### src/rtl/fpdiv_seq.sv
// Sequencer for a Goldschmidt floating-point divider: walks the datapath through a
// fixed step program, giving each multiplier step MUL_LAT settle cycles before its strobe.
module fpdiv_seq #(
    parameter int ITER    = 3,
    parameter int MUL_LAT = 1
) (
    input  logic       clk,
    input  logic       reset,
    input  logic       start,
    input  logic       abort,
    input  logic [1:0] rm_in,
    output logic       ready,
    output logic       busy,
    output logic       ld,
    output logic [1:0] sel_muxa,
    output logic [1:0] sel_muxb,
    output logic       enA,
    output logic       enB,
    output logic       enC,
    output logic       enR,
    output logic [1:0] rm_out,
    output logic       done,
    output logic [2:0] iter_idx
);
    // Wide enough for the largest program (ITER=7 gives 18 steps), so it never wraps.
    localparam int STEP_W = 5;
    localparam logic [STEP_W-1:0] FIN_STEP    = STEP_W'(2 * ITER + 2);
    localparam logic [STEP_W-1:0] LAST_STEP   = STEP_W'(2 * ITER + 3);
    localparam logic [2:0]        SETTLE_LAST = 3'(MUL_LAT - 1);

    typedef enum logic [1:0] {
        IDLE   = 2'b00,
        SETUP  = 2'b01,
        STROBE = 2'b10,
        DONE   = 2'b11
    } state_t;

    state_t            r_state;
    state_t            w_state_nxt;
    logic [STEP_W-1:0] r_step;
    logic [STEP_W-1:0] w_step_nxt;
    logic [2:0]        r_settle;
    logic [2:0]        w_settle_nxt;
    logic [1:0]        r_rm;
    logic              w_accept;
    logic [3:0]        w_strb;

    // State, step and settle counters.
    always_ff @(posedge clk or posedge reset) begin
        if (reset) begin
            r_state  <= IDLE;
            r_step   <= '0;
            r_settle <= 3'd0;
        end else begin
            r_state  <= w_state_nxt;
            r_step   <= w_step_nxt;
            r_settle <= w_settle_nxt;
        end
    end

    // Rounding mode captured at accept and held for the whole operation.
    always_ff @(posedge clk or posedge reset) begin
        if (reset) begin
            r_rm <= 2'b00;
        end else if (w_accept) begin
            r_rm <= rm_in;
        end else begin
            r_rm <= r_rm;
        end
    end

    // Next-state logic; abort from SETUP/STROBE drops straight back to IDLE.
    always_comb begin
        w_state_nxt  = r_state;
        w_step_nxt   = r_step;
        w_settle_nxt = r_settle;
        w_accept     = 1'b0;
        case (r_state)
            IDLE: begin
                w_step_nxt   = '0;
                w_settle_nxt = 3'd0;
                if (start && !abort) begin
                    w_accept    = 1'b1;
                    w_state_nxt = SETUP;
                end else begin
                    w_state_nxt = IDLE;
                end
            end
            SETUP: begin
                if (abort) begin
                    w_state_nxt  = IDLE;
                    w_step_nxt   = '0;
                    w_settle_nxt = 3'd0;
                end else if (r_settle == SETTLE_LAST) begin
                    w_state_nxt  = STROBE;
                    w_settle_nxt = 3'd0;
                end else begin
                    w_settle_nxt = r_settle + 3'd1;
                end
            end
            STROBE: begin
                w_settle_nxt = 3'd0;
                if (abort) begin
                    w_state_nxt = IDLE;
                    w_step_nxt  = '0;
                end else if (r_step == LAST_STEP) begin
                    w_state_nxt = DONE;
                    w_step_nxt  = '0;
                end else begin
                    w_state_nxt = SETUP;
                    w_step_nxt  = r_step + STEP_W'(1);
                end
            end
            DONE: begin
                w_state_nxt  = IDLE;
                w_step_nxt   = '0;
                w_settle_nxt = 3'd0;
            end
            default: begin
                w_state_nxt  = IDLE;
                w_step_nxt   = '0;
                w_settle_nxt = 3'd0;
            end
        endcase
    end

    // Step program decode; strobe group order is {A, B, C, R}.
    always_comb begin
        sel_muxa = 2'b10;
        sel_muxb = 2'b01;
        w_strb   = 4'b0000;
        iter_idx = 3'd0;
        if (r_state == SETUP || r_state == STROBE) begin
            if (r_step == STEP_W'(0)) begin
                sel_muxa = 2'b10;
                sel_muxb = 2'b01;
                w_strb   = 4'b0100;
            end else if (r_step == STEP_W'(1)) begin
                sel_muxa = 2'b10;
                sel_muxb = 2'b00;
                w_strb   = 4'b1010;
            end else if (r_step == FIN_STEP) begin
                sel_muxa = 2'b00;
                sel_muxb = 2'b10;
                w_strb   = 4'b0100;
            end else if (r_step == LAST_STEP) begin
                sel_muxa = 2'b01;
                sel_muxb = 2'b10;
                w_strb   = 4'b0001;
            end else begin
                // Refinement pair i occupies steps 2i and 2i+1.
                sel_muxa = 2'b00;
                sel_muxb = r_step[0] ? 2'b11 : 2'b10;
                w_strb   = r_step[0] ? 4'b1010 : 4'b0100;
                iter_idx = r_step[3:1];
            end
        end else begin
            sel_muxa = 2'b10;
            sel_muxb = 2'b01;
            w_strb   = 4'b0000;
            iter_idx = 3'd0;
        end
    end

    assign enA    = (r_state == STROBE) && w_strb[3];
    assign enB    = (r_state == STROBE) && w_strb[2];
    assign enC    = (r_state == STROBE) && w_strb[1];
    assign enR    = (r_state == STROBE) && w_strb[0];
    assign ready  = (r_state == IDLE);
    assign busy   = (r_state == SETUP) || (r_state == STROBE);
    assign done   = (r_state == DONE);
    assign ld     = w_accept;
    assign rm_out = r_rm;
endmodule

### config.mk
export PLATFORM = sky130hd
export DESIGN_NAME = fpdiv_seq
export DESIGN_NICKNAME = d
export VERILOG_FILES = /design/src/rtl/fpdiv_seq.sv
export SDC_FILE = /design/constraint.sdc
export NUM_CORES = 1
export LEC_CHECK = 0
export ABC_CLOCK_PERIOD_IN_PS = 1350
export CAP_MARGIN = 10
export CORE_ASPECT_RATIO = 1.4
export CORE_MARGIN = 4
export CORE_UTILIZATION = 42
export CTS_BUF_LIST = sky130_fd_sc_hd__clkbuf_16
export DETAILED_ROUTE_END_ITERATION = 6
export PLACE_DENSITY = 0.77
export SLEW_MARGIN = 30
export SYNTH_ARGS = -nofsm -noshare
export SYNTH_HDL_FRONTEND = slang
export SYNTH_SLANG_ARGS = --single-unit
### constraint.sdc
create_clock -name clk -period 1.35 [get_ports clk]
set_input_delay 0.2025 -clock clk [delete_from_list [all_inputs] [get_ports clk]]
set_output_delay 0.2025 -clock clk [all_outputs]
set_load 0.005 [all_outputs]
==> results of run 1 <==
==> final cells by class <==
type	instances	area (sq um)
multi-input combinational	71	703
timing repair buffer	64	534
sequential	12	304
fill	108	287
clock buffer	3	75.1
inverter	10	40.0
tap	21	26.3
clock inverter	1	3.75
==> critical path, cell delays in order (launching register included) <==
cell      delay, ps
dfrtp_2         420
inv_4            50
ha_4            170
buf_4           140
nand3b_1        170
a21oi_2         170
buf_2           130
==> power by group through the flow <==
stage          sequential, uW  clock [uW]  combinational, uW
5_1_grt                   385         587                215
4_1_cts                   383         564                190
3_3_place_gp              387           0                155
3_5_place_dp              388           0                157
6_report                  384         558                201
2_1_floorplan             391           0               69.0
==> logic make-up (layout without fill, tap and decap cells) <==
family / after synthesis / in the layout
adder cells (fa/ha/maj): 10 / 10
buffers and inverters: 15 / 78
AND/OR/NAND/NOR: 43 / 43
AO/OA/AOI/OAI: 15 / 15
flip-flops: 12 / 12
multiplexers: 3 / 3
==> synthesized netlist by cell type <==
cell type  instances  share of area
o211ai_1           2          0.017
nor3_1             6          0.034
o21ai_0            1         0.0057
a31oi_1            2          0.014
nand3b_1           2          0.017
mux2_2             2          0.026
o221a_2            1          0.013
nand4_1            2          0.014
nand4bb_4          1          0.032
nand3_1            5          0.029
nor3b_1            3          0.026
a21o_1             1         0.0086
ha_1              10           0.14
nor2b_1            2          0.014
nand2_1            8          0.034
dfrtp_1           12           0.34
inv_1             10          0.043
and3_1             1         0.0072
buf_4              1         0.0086
or3_1              3          0.022
nand2b_1           2          0.014
o31ai_1            2          0.017
and2_1             1         0.0072
nor2_1             5          0.022
clkbuf_2           1         0.0057
a21oi_1            5          0.029
and3_2             1         0.0086
o21ai_1            1         0.0057
buf_2              3          0.017
mux2i_1            1          0.011
or3_2              1         0.0086
==> cells in the final DEF (no fill, tap or decap), types with 4 or more instances in the layout <==
| cell type | n |
|---|---|
| ha_4 | 6 |
| ha_1 | 4 |
| nand3_1 | 4 |
| buf_6 | 17 |
| buf_4 | 29 |
| dfrtp_1 | 9 |
| nand2_1 | 6 |
| clkdlybuf4s50_1 | 7 |
| inv_1 | 6 |
| buf_2 | 11 |
==> per-layer routing <==
metal / track usage / vias to the layer above / wire length, um
met4: 0.114 / 0 / 70
met2: 0.469 / 43 / 1770
li1: - / 468 / -
met3: 0.0288 / 6 / 157
met5: 0 / - / 0
met1: 0.238 / 489 / 1110
==> worst paths after layout <==
| kind | endpoint | slack [ps] | cells past startpoint |
|---|---|---|---|
| worst max-delay path | enC | -350 | 6 |
| worst min-delay path | rm_out[1] | 280 | 2 |
| worst max register to register | r_state[1] | -280 | 7 |
| worst min register to register | r_settle[0] | 470 | 1 |
| max in group asynchronous | r_state[0] | 710 | 2 |
| min in group clk | r_settle[0] | 470 | 1 |
==> metrics by stage <==
step / util / power, uW / hold WS, ps
after floorplan: - / 460 / 67.1
after global placement: 0.694 / 542 / 459
after detailed placement: 0.694 / 546 / 462
after CTS: 0.834 / 1140 / 288
after global routing: 0.855 / 1190 / 308
final: 0.855 / 1140 / 283
==> registers in the layout (all words and copies together), names as in the netlist <==
| register | flops |
|---|---|
| r_step | 5 |
| r_state | 2 |
| r_settle | 3 |
| rm_out | 2 |
==> timing repair <==
| action | in CTS | in global routing |
|---|---|---|
| pin swaps | 25 | 6 |
| endpoints found under the setup margin | 22 | 23 |
| resized for setup | 95 | 7 |
| buffers inserted | 16 | 3 |
==> flow_summary_export.csv, run 1 <==
group,metric,value,unit
outcome,status,"complete, but fails checks",
outcome,violations,"setup timing",
timing,fin_tns_setup,-4350,ps
placement,place_area,1370,sq um
global_routing,antenna_found_initial,0,
global_routing,grt_usage,0.239,
setup_path,end_kind,"primary output",
yosys,ys_seq_area_frac,0.344,
power,p_switching,258,uW
power,pwr-share-comb,0.176,
yosys,synth-adder-area-share,0.143,
placement,numPortBuffers,22,
floorplan,die_h,61.9,um
cts,tritoncts,"built",
yosys,ys.warnings.count,0,
timing,period_share,1.26,
timing,worst_slack,-353,ps
cts,path_clk_slew,50,ps
cts,clockBufferDepth,2,
timing,slew_viol_final,0,
power,clkPwrFrac,0.488,
placement,place_ws,-415,ps
floorplan,coreArea,1970,sq um
routing,avgRoutedWirePerCell,17.0,um
cts,cts_buffers,3,
yosys,yosys.area_share.simple,0.290,
setup_path,crit_arrival,1500,ps
power,p_per_area,678,nW/um^2
setup_path,start_kind,"flip-flop",
yosys,synth_top_family_by_area,"simple AND/OR/NAND/NOR gates",
cts,cts.hold.buffers_added,0,
global_routing,grt_pass1_vias,1080,
final_layout,design_area,1690,sq um
hold_path,hp-class,"in -> async",
floorplan,initial_utilization,0.442,
routing,route.vias.total,1006,
cts,htreeDepth,1,
power,seqPwrFrac,0.336,
timing,rsz0062_at_grt,"true",
final_layout,drive_gt1_frac,0.602,
placement,gp_congestion,0.812,
cts,clock_latency,250,ps
cts,cts_num_sinks,12,
power,netSwitchingFraction,0.226,
floorplan,num_rows,19,
yosys,synth-seq-cells,12,
power,p_leak,0.000766,uW
floorplan,die_w,46.5,um
global_routing,grt_pass1_wl,4.84,mm
yosys,synthMuxAreaShare,0.0373,
timing,worstMarginPinSlew,482,ps
power,p_int,885,uW
yosys,synth_xor_area_frac,0,
final_layout,nets,178,
yosys,synthCells,98,
final_layout,finalNonFillerCells,182,
timing,setup_viol,20,
global_routing,grt_overflow_total,0,
setup_path,cp_max_fo,3,
routing,vias_per_cell,5.53,
routing,drtAntennaViolNets,0,
setup_path,crit_type,"reg -> out",
setup_path,r2r_start,"r_step[1]",
floorplan,floorplan.die_area,2880,sq um
power,vdd_drop_max,1.05,mV
routing,drc_errors,0,
global_routing,grt_max_degree,13,
routing,firstDrtPassIters,4,
routing,totalWireLength,3.10,mm
yosys,avgSynthCellArea,8.90,sq um
final_layout,syn_to_final_growth,93.4,%
final_layout,antennaDiodeCount,0,
routing,drt_iter0_drc,38,
yosys,synth_compound_gate_area_share,0.110,
cts,clockRootBuffer,"clkbuf_16",
yosys,syn_area,872,sq um
run,maxCapViolCount,0,
yosys,synth_nets,114,
floorplan,ios,23,
timing,timing.final.hold_violations,0,
timing,finClkSkew,3.77,ps
setup_path,worst_ep_required_time,1150,ps
timing,layout_min_cycle_time,1700,ps
yosys,synth_cell_type_count,31,
timing,fmaxAchievable,0.587,GHz
placement,dp_hpwl,1.82,mm
placement,placed_cells,160,
setup_path,startpoint,"r_step[0]",
timing,maxSlewHeadroom,0.678,
Power figures use the tool's default switching activity.
==> run 2: changes to the inputs <==
ABC_AREA = 1   (was not set)
CORE_UTILIZATION = 43   (was 42)
PLACE_DENSITY = 0.78   (was 0.77)
REMOVE_ABC_BUFFERS = 1   (was not set)
==> flow_summary_export.csv, run 2 <==
group,metric,value,unit
final_layout,nets,207,
cts,clockRootBuffer,"clkbuf_16",
global_routing,antenna_found_initial,0,
routing,avgRoutedWirePerCell,18.4,um
timing,timing.final.hold_violations,0,
placement,numPortBuffers,22,
power,seqPwrFrac,0.338,
final_layout,layout_common_cells,"buf_4 (30), buf_6 (24), nand2_1 (20)",
routing,drt_iter0_drc,41,
placement,dp_hpwl,2.00,mm
global_routing,grtUsageMet2,0.478,
power,pwr-share-comb,0.205,
power,netSwitchingFraction,0.215,
global_routing,use_met3,0.0434,
global_routing,grt_pass1_wl,5.57,mm
yosys,synth.top_cell.area_share,0.333,
routing,vias_per_cell,5.46,
routing,firstDrtPassIters,4,
final_layout,antennaDiodeCount,0,
power,power,1130,uW
run,maxCapViolCount,0,
final_layout,top_regs,"r_step: 5 flops, r_settle: 3 flops",
timing,finClkSkew,0.818,ps
routing,route.vias.total,1146,
power,clkPwrFrac,0.457,
yosys,synth_area_leaders,"dfrtp_1 (33%), ha_1 (14%), nand2_1 (11%)",
floorplan,die_w,46.7,um
floorplan,die_h,62.2,um
timing,setup_viol,22,
placement,gp_congestion,0.853,
cts,cts_buffers,3,
timing,fmaxAchievable,0.528,GHz
final_layout,largest-register,"r_step",
timing,worstMarginPinSlew,441,ps
routing,drtAntennaViolNets,0,
floorplan,num_rows,19,
setup_path,crit_arrival,1690,ps
cts,tritoncts,"built",
yosys,synth_common_cells,"nand2_1 (27), inv_1 (21), dfrtp_1 (12), ha_1 (10), nor2_1 (10)",
setup_path,worst_ep_required_time,1150,ps
global_routing,grt_usage,0.256,
global_routing,gr-max-usage-layer,"met2",
timing,layout_min_cycle_time,1890,ps
final_layout,layout_commonest_cell,"buf_4",
cts,cts_num_sinks,12,
setup_path,crit_type,"reg -> out",
cts,cts.hold.buffers_added,0,
floorplan,ios,23,
cts,clock_latency,230,ps
final_layout,drive_gt1_frac,0.630,
hold_path,hp-class,"in -> async",
timing,slew_viol_final,0,
setup_path,start_kind,"flip-flop",
yosys,synth_compound_gate_area_share,0.0874,
power,vdd_drop_max,1.37,mV
yosys,ys_seq_area_frac,0.333,
yosys,synth-seq-cells,12,
global_routing,grt_overflow_total,0,
outcome,status,"complete, but fails checks",
outcome,violations,"setup timing",
yosys,synth_cell_type_count,25,
yosys,yosys.cell_count.top_type,"nand2_1",
timing,worst_slack,-543,ps
power,p_int,888,uW
timing,maxSlewHeadroom,0.705,
final_layout,finalNonFillerCells,210,
floorplan,coreArea,1970,sq um
yosys,yosys.area_share.simple,0.318,
yosys,synth-adder-area-share,0.139,
cts,htreeDepth,1,
power,p_switching,243,uW
yosys,synth_area_leader_cell,"dfrtp_1",
yosys,synthMuxAreaShare,0,
timing,period_share,1.40,
yosys,synthCells,117,
timing,rsz0062_at_grt,"true",
floorplan,initial_utilization,0.457,
cts,path_clk_slew,40,ps
final_layout,largest_reg_flops,5,
yosys,synth_edf_count,0,
floorplan,floorplan.die_area,2910,sq um
cts,clockBufferDepth,2,
yosys,syn_area,902,sq um
setup_path,end_kind,"primary output",
global_routing,grtUsageMet1,0.255,
power,p_leak,0.000893,uW
final_layout,syn_to_final_growth,101,%
placement,placed_cells,187,
yosys,ys.warnings.count,0,
routing,drc_errors,0,
yosys,ys.flop_type,"dfrtp_1",
yosys,synth_top_family_by_area,"simple AND/OR/NAND/NOR gates",
yosys,async_flop_share,1.00,
yosys,avgSynthCellArea,7.71,sq um
power,p_per_area,623,nW/um^2
yosys,synth_xor_area_frac,0.0194,
setup_path,cp_max_fo,3,
timing,fin_tns_setup,-6320,ps
routing,totalWireLength,3.86,mm
global_routing,grt_max_degree,13,
global_routing,grt_pass1_vias,1198,
## run 2: cell count changes in the layout (fill, tap and decap cells not counted), moves of 3 or more
cell	previous run	this run
buf_2	11	7
buf_6	17	24
inv_1	6	9
inv_2	3	11
nand2_1	6	20
nand2_2	1	4
nand2_4	1	8
nor2_1	3	8
nor2_2	0	3
nor3_1	3	0
or3_1	3	0
## run 2: layer usage
layer / part of all wire / wire [um] / up-vias
met5: 0 / 0 / -
met4: 0.046 / 176 / 0
met3: 0.067 / 259 / 23
met2: 0.55 / 2130 / 70
met1: 0.34 / 1300 / 549
li1: - / - / 504
## run 2: layout make-up
class | count | area, sq um
Inverter | 23 | 93.8
Sequential cell | 12 | 302
Tap cell | 21 | 26.3
Multi-Input combinational cell | 81 | 692
Fill cell | 74 | 159
Timing Repair Buffer | 70 | 626
Clock buffer | 3 | 75.1
## run 2: cell families (layout without fill, tap and decap cells)
group	Yosys count	after routing
buffers and inverters	24	96
adders and majority gates	10	10
and+or+nand+nor	58	58
DFF	12	12
AOI/OAI and AO/OA	11	11
xor gates and xnor gates	2	2
## run 2: repair_timing
item	4_1_cts	5_1_grt
cloned	0	0
pin swaps	18	12
endpoints found under the setup margin	22	20
buffers inserted	15	11
gates resized for setup	112	30
## run 2: through the flow
stage | hold WS [ps] | cell area [sq um] | utilization | worst slack, ps
floorplan | 67.2 | 895 | - | -117
finish | 278 | 1810 | 0.919 | -543
global route | 328 | 1810 | 0.919 | -592
CTS | 296 | 1650 | 0.837 | -451
detailed placement | 469 | 1360 | 0.691 | -625
global placement | 447 | 1360 | 0.691 | -575
## run 2: final timing paths
kind | startpoint | end | slack, ps | cells after the start
max | r_step[1] | iter_idx[2] | -540 | 10
min | reset | rm_out[1] | 280 | 2
max reg2reg | r_step[1] | r_step[3] | -260 | 9
min reg2reg | rm_out[1] | rm_out[1] | 500 | 2
max in group asynchronous | reset | r_step[0] | 740 | 2
min in group clk | rm_out[1] | rm_out[1] | 500 | 2
## run 2: power by group through the flow
stage	combinational [uW]	clock (uW)	sequential, uW
finish	232	517	382
global route	247	541	385
CTS	185	520	382
detailed placement	151	0	386
global placement	148	0	386
floorplan	49.1	0	387
## run 2: critical path, stage by stage, from the launching register on
cell and delay [ps]:
dfrtp_1 390, inv_2 130, ha_4 160, inv_2 40
nor2_4 150, o21ai_2 90, buf_4 150, buf_6 120
nand2_2 60, nor2_1 40, buf_2 120
==> run 3: changes to the inputs <==
MAX_ROUTING_LAYER = met4   (was not set)
==> flow_summary_export.csv, run 3 (same netlist as run 2, synthesis figures left out) <==
group,metric,value,unit
floorplan,ios,23,
setup_path,crit_arrival,1690,ps
placement,numPortBuffers,22,
setup_path,end_kind,"primary output",
final_layout,syn_to_final_growth,101,%
setup_path,crit_end,"iter_idx[2]",
setup_path,startpoint,"r_step[1]",
timing,finClkSkew,0.999,ps
timing,layout_min_cycle_time,1890,ps
cts,htreeDepth,1,
floorplan,initial_utilization,0.457,
cts,clockRootBuffer,"clkbuf_16",
cts,cts_num_sinks,12,
setup_path,rr_endpoint,"r_step[3]",
setup_path,cp_max_fo,3,
outcome,status,"complete, but fails checks",
final_layout,largest_reg_flops,5,
timing,worstMarginPinSlew,441,ps
cts,tritoncts,"built",
floorplan,die_w,46.7,um
final_layout,layout_commonest_cell,"buf_4",
setup_path,worst_ep_required_time,1150,ps
routing,avgRoutedWirePerCell,18.3,um
cts,clock_latency,230,ps
floorplan,floorplan.die_area,2910,sq um
cts,path_clk_slew,40,ps
setup_path,cpPeakStageDelay,390,ps
timing,setup_viol,22,
routing,drt_iter0_drc,38,
routing,firstDrtPassIters,4,
routing,route.vias.total,1134,
cts,cts.hold.buffers_added,0,
setup_path,ff2ff_path_depth,9,
final_layout,largest-register,"r_step",
global_routing,grt_overflow_total,0,
routing,drtAntennaViolNets,0,
setup_path,start_kind,"flip-flop",
global_routing,grt_pass1_vias,1189,
setup_path,r2r_start,"r_step[1]",
power,p_leak,0.000893,uW
placement,dp_hpwl,2.00,mm
final_layout,finish.utilization,0.919,
run,maxCapViolCount,0,
placement,place_area,1360,sq um
cts,cts_buffers,3,
setup_path,slowest_stage,"dfrtp_1",
global_routing,grt_pass1_wl,5.60,mm
placement,gp_congestion,0.867,
final_layout,antennaDiodeCount,0,
setup_path,rrSetupSlack,-260,ps
setup_path,cp.depth,10,
global_routing,grt_max_degree,13,
final_layout,design_area,1810,sq um
setup_path,path_cells,"inv_2, ha_4, inv_2, nor2_4, o21ai_2, buf_4, buf_6, nand2_2, nor2_1, buf_2",
floorplan,num_rows,19,
timing,fmaxAchievable,0.529,GHz
floorplan,coreArea,1970,sq um
timing,timing.final.hold_violations,0,
setup_path,crit_type,"reg -> out",
power,p_per_area,622,nW/um^2
floorplan,die_h,62.2,um
final_layout,layout_common_cells,"buf_4 (30), buf_6 (24), nand2_1 (20)",
setup_path,cpLargestDelayFamily,"buffers and inverters",
final_layout,nets,207,
timing,slew_viol_final,0,
routing,vias_per_cell,5.40,
global_routing,grt_usage,0.263,
global_routing,antenna_found_initial,0,
outcome,violations,"setup timing",
setup_path,worst-path-buf-inv,5,
power,vdd_drop_max,1.36,mV
final_layout,n_fill_cell,74,
timing,maxSlewHeadroom,0.705,
final_layout,drive_gt1_frac,0.630,
timing,period_share,1.40,
hold_path,hp-class,"in -> async",
cts,clockBufferDepth,2,
routing,drc_errors,0,
final_layout,top_regs,"r_step: 5 flops, r_settle: 3 flops",
routing,totalWireLength,3.84,mm
timing,worst_slack,-539,ps
timing,rsz0062_at_grt,"true",
setup_path,cpMostUsedCell,"inv_2",
## run 3: area by class of cell
| type | instances | area, sq um | share of cell area |
|---|---|---|---|
| clock buffer | 3 | 75.1 | 0.0414 |
| multi-input combinational | 81 | 692 | 0.381 |
| timing repair buffer | 70 | 626 | 0.345 |
| sequential | 12 | 302 | 0.166 |
| tap | 21 | 26.3 | 0.0145 |
| inverter | 23 | 93.8 | 0.0517 |
## run 3: metal layers
layer	track usage	wire length, um
met5	-	0
met4	0.0969	123
met3	0.0434	149
met2	0.481	2140
met1	0.259	1430
## run 3: what timing repair did
item / CTS / global route
endpoints found under the setup margin: 22 / 20
setup buffers: 15 / 11
resized for setup: 112 / 30
pin swaps: 18 / 12
## run 3: through the flow
stage / hold slack [ps] / power (uW) / instances / worst slack (ps) / TNS (ps)
floorplan: 67.2 / 436 / 116 / -117 / -634
global placement: 447 / 533 / 187 / -575 / -6520
detailed placement: 469 / 537 / 187 / -625 / -7440
CTS: 296 / 1090 / 203 / -451 / -4980
global route: 328 / 1170 / 210 / -592 / -7650
finish: 278 / 1130 / 210 / -539 / -6200
## run 3: report_power, final
group,total (uW),internal (uW),switching (uW)
logic,231,130,101
clock network,515,384,132
registers,383,374,8.42
total,1130,888,241
## run 3: worst min-delay path by stage
stage,from,end,slack [ps],cells after the start
after CTS,reset,rm_out[1],300,2
final,reset,rm_out[1],280,2
after global placement,r_settle[0],r_settle[0],450,1
after global routing,reset,rm_out[1],330,2
after detailed placement,rm_out[0],rm_out[0],470,2
after floorplan,reset,r_settle[0],70,1
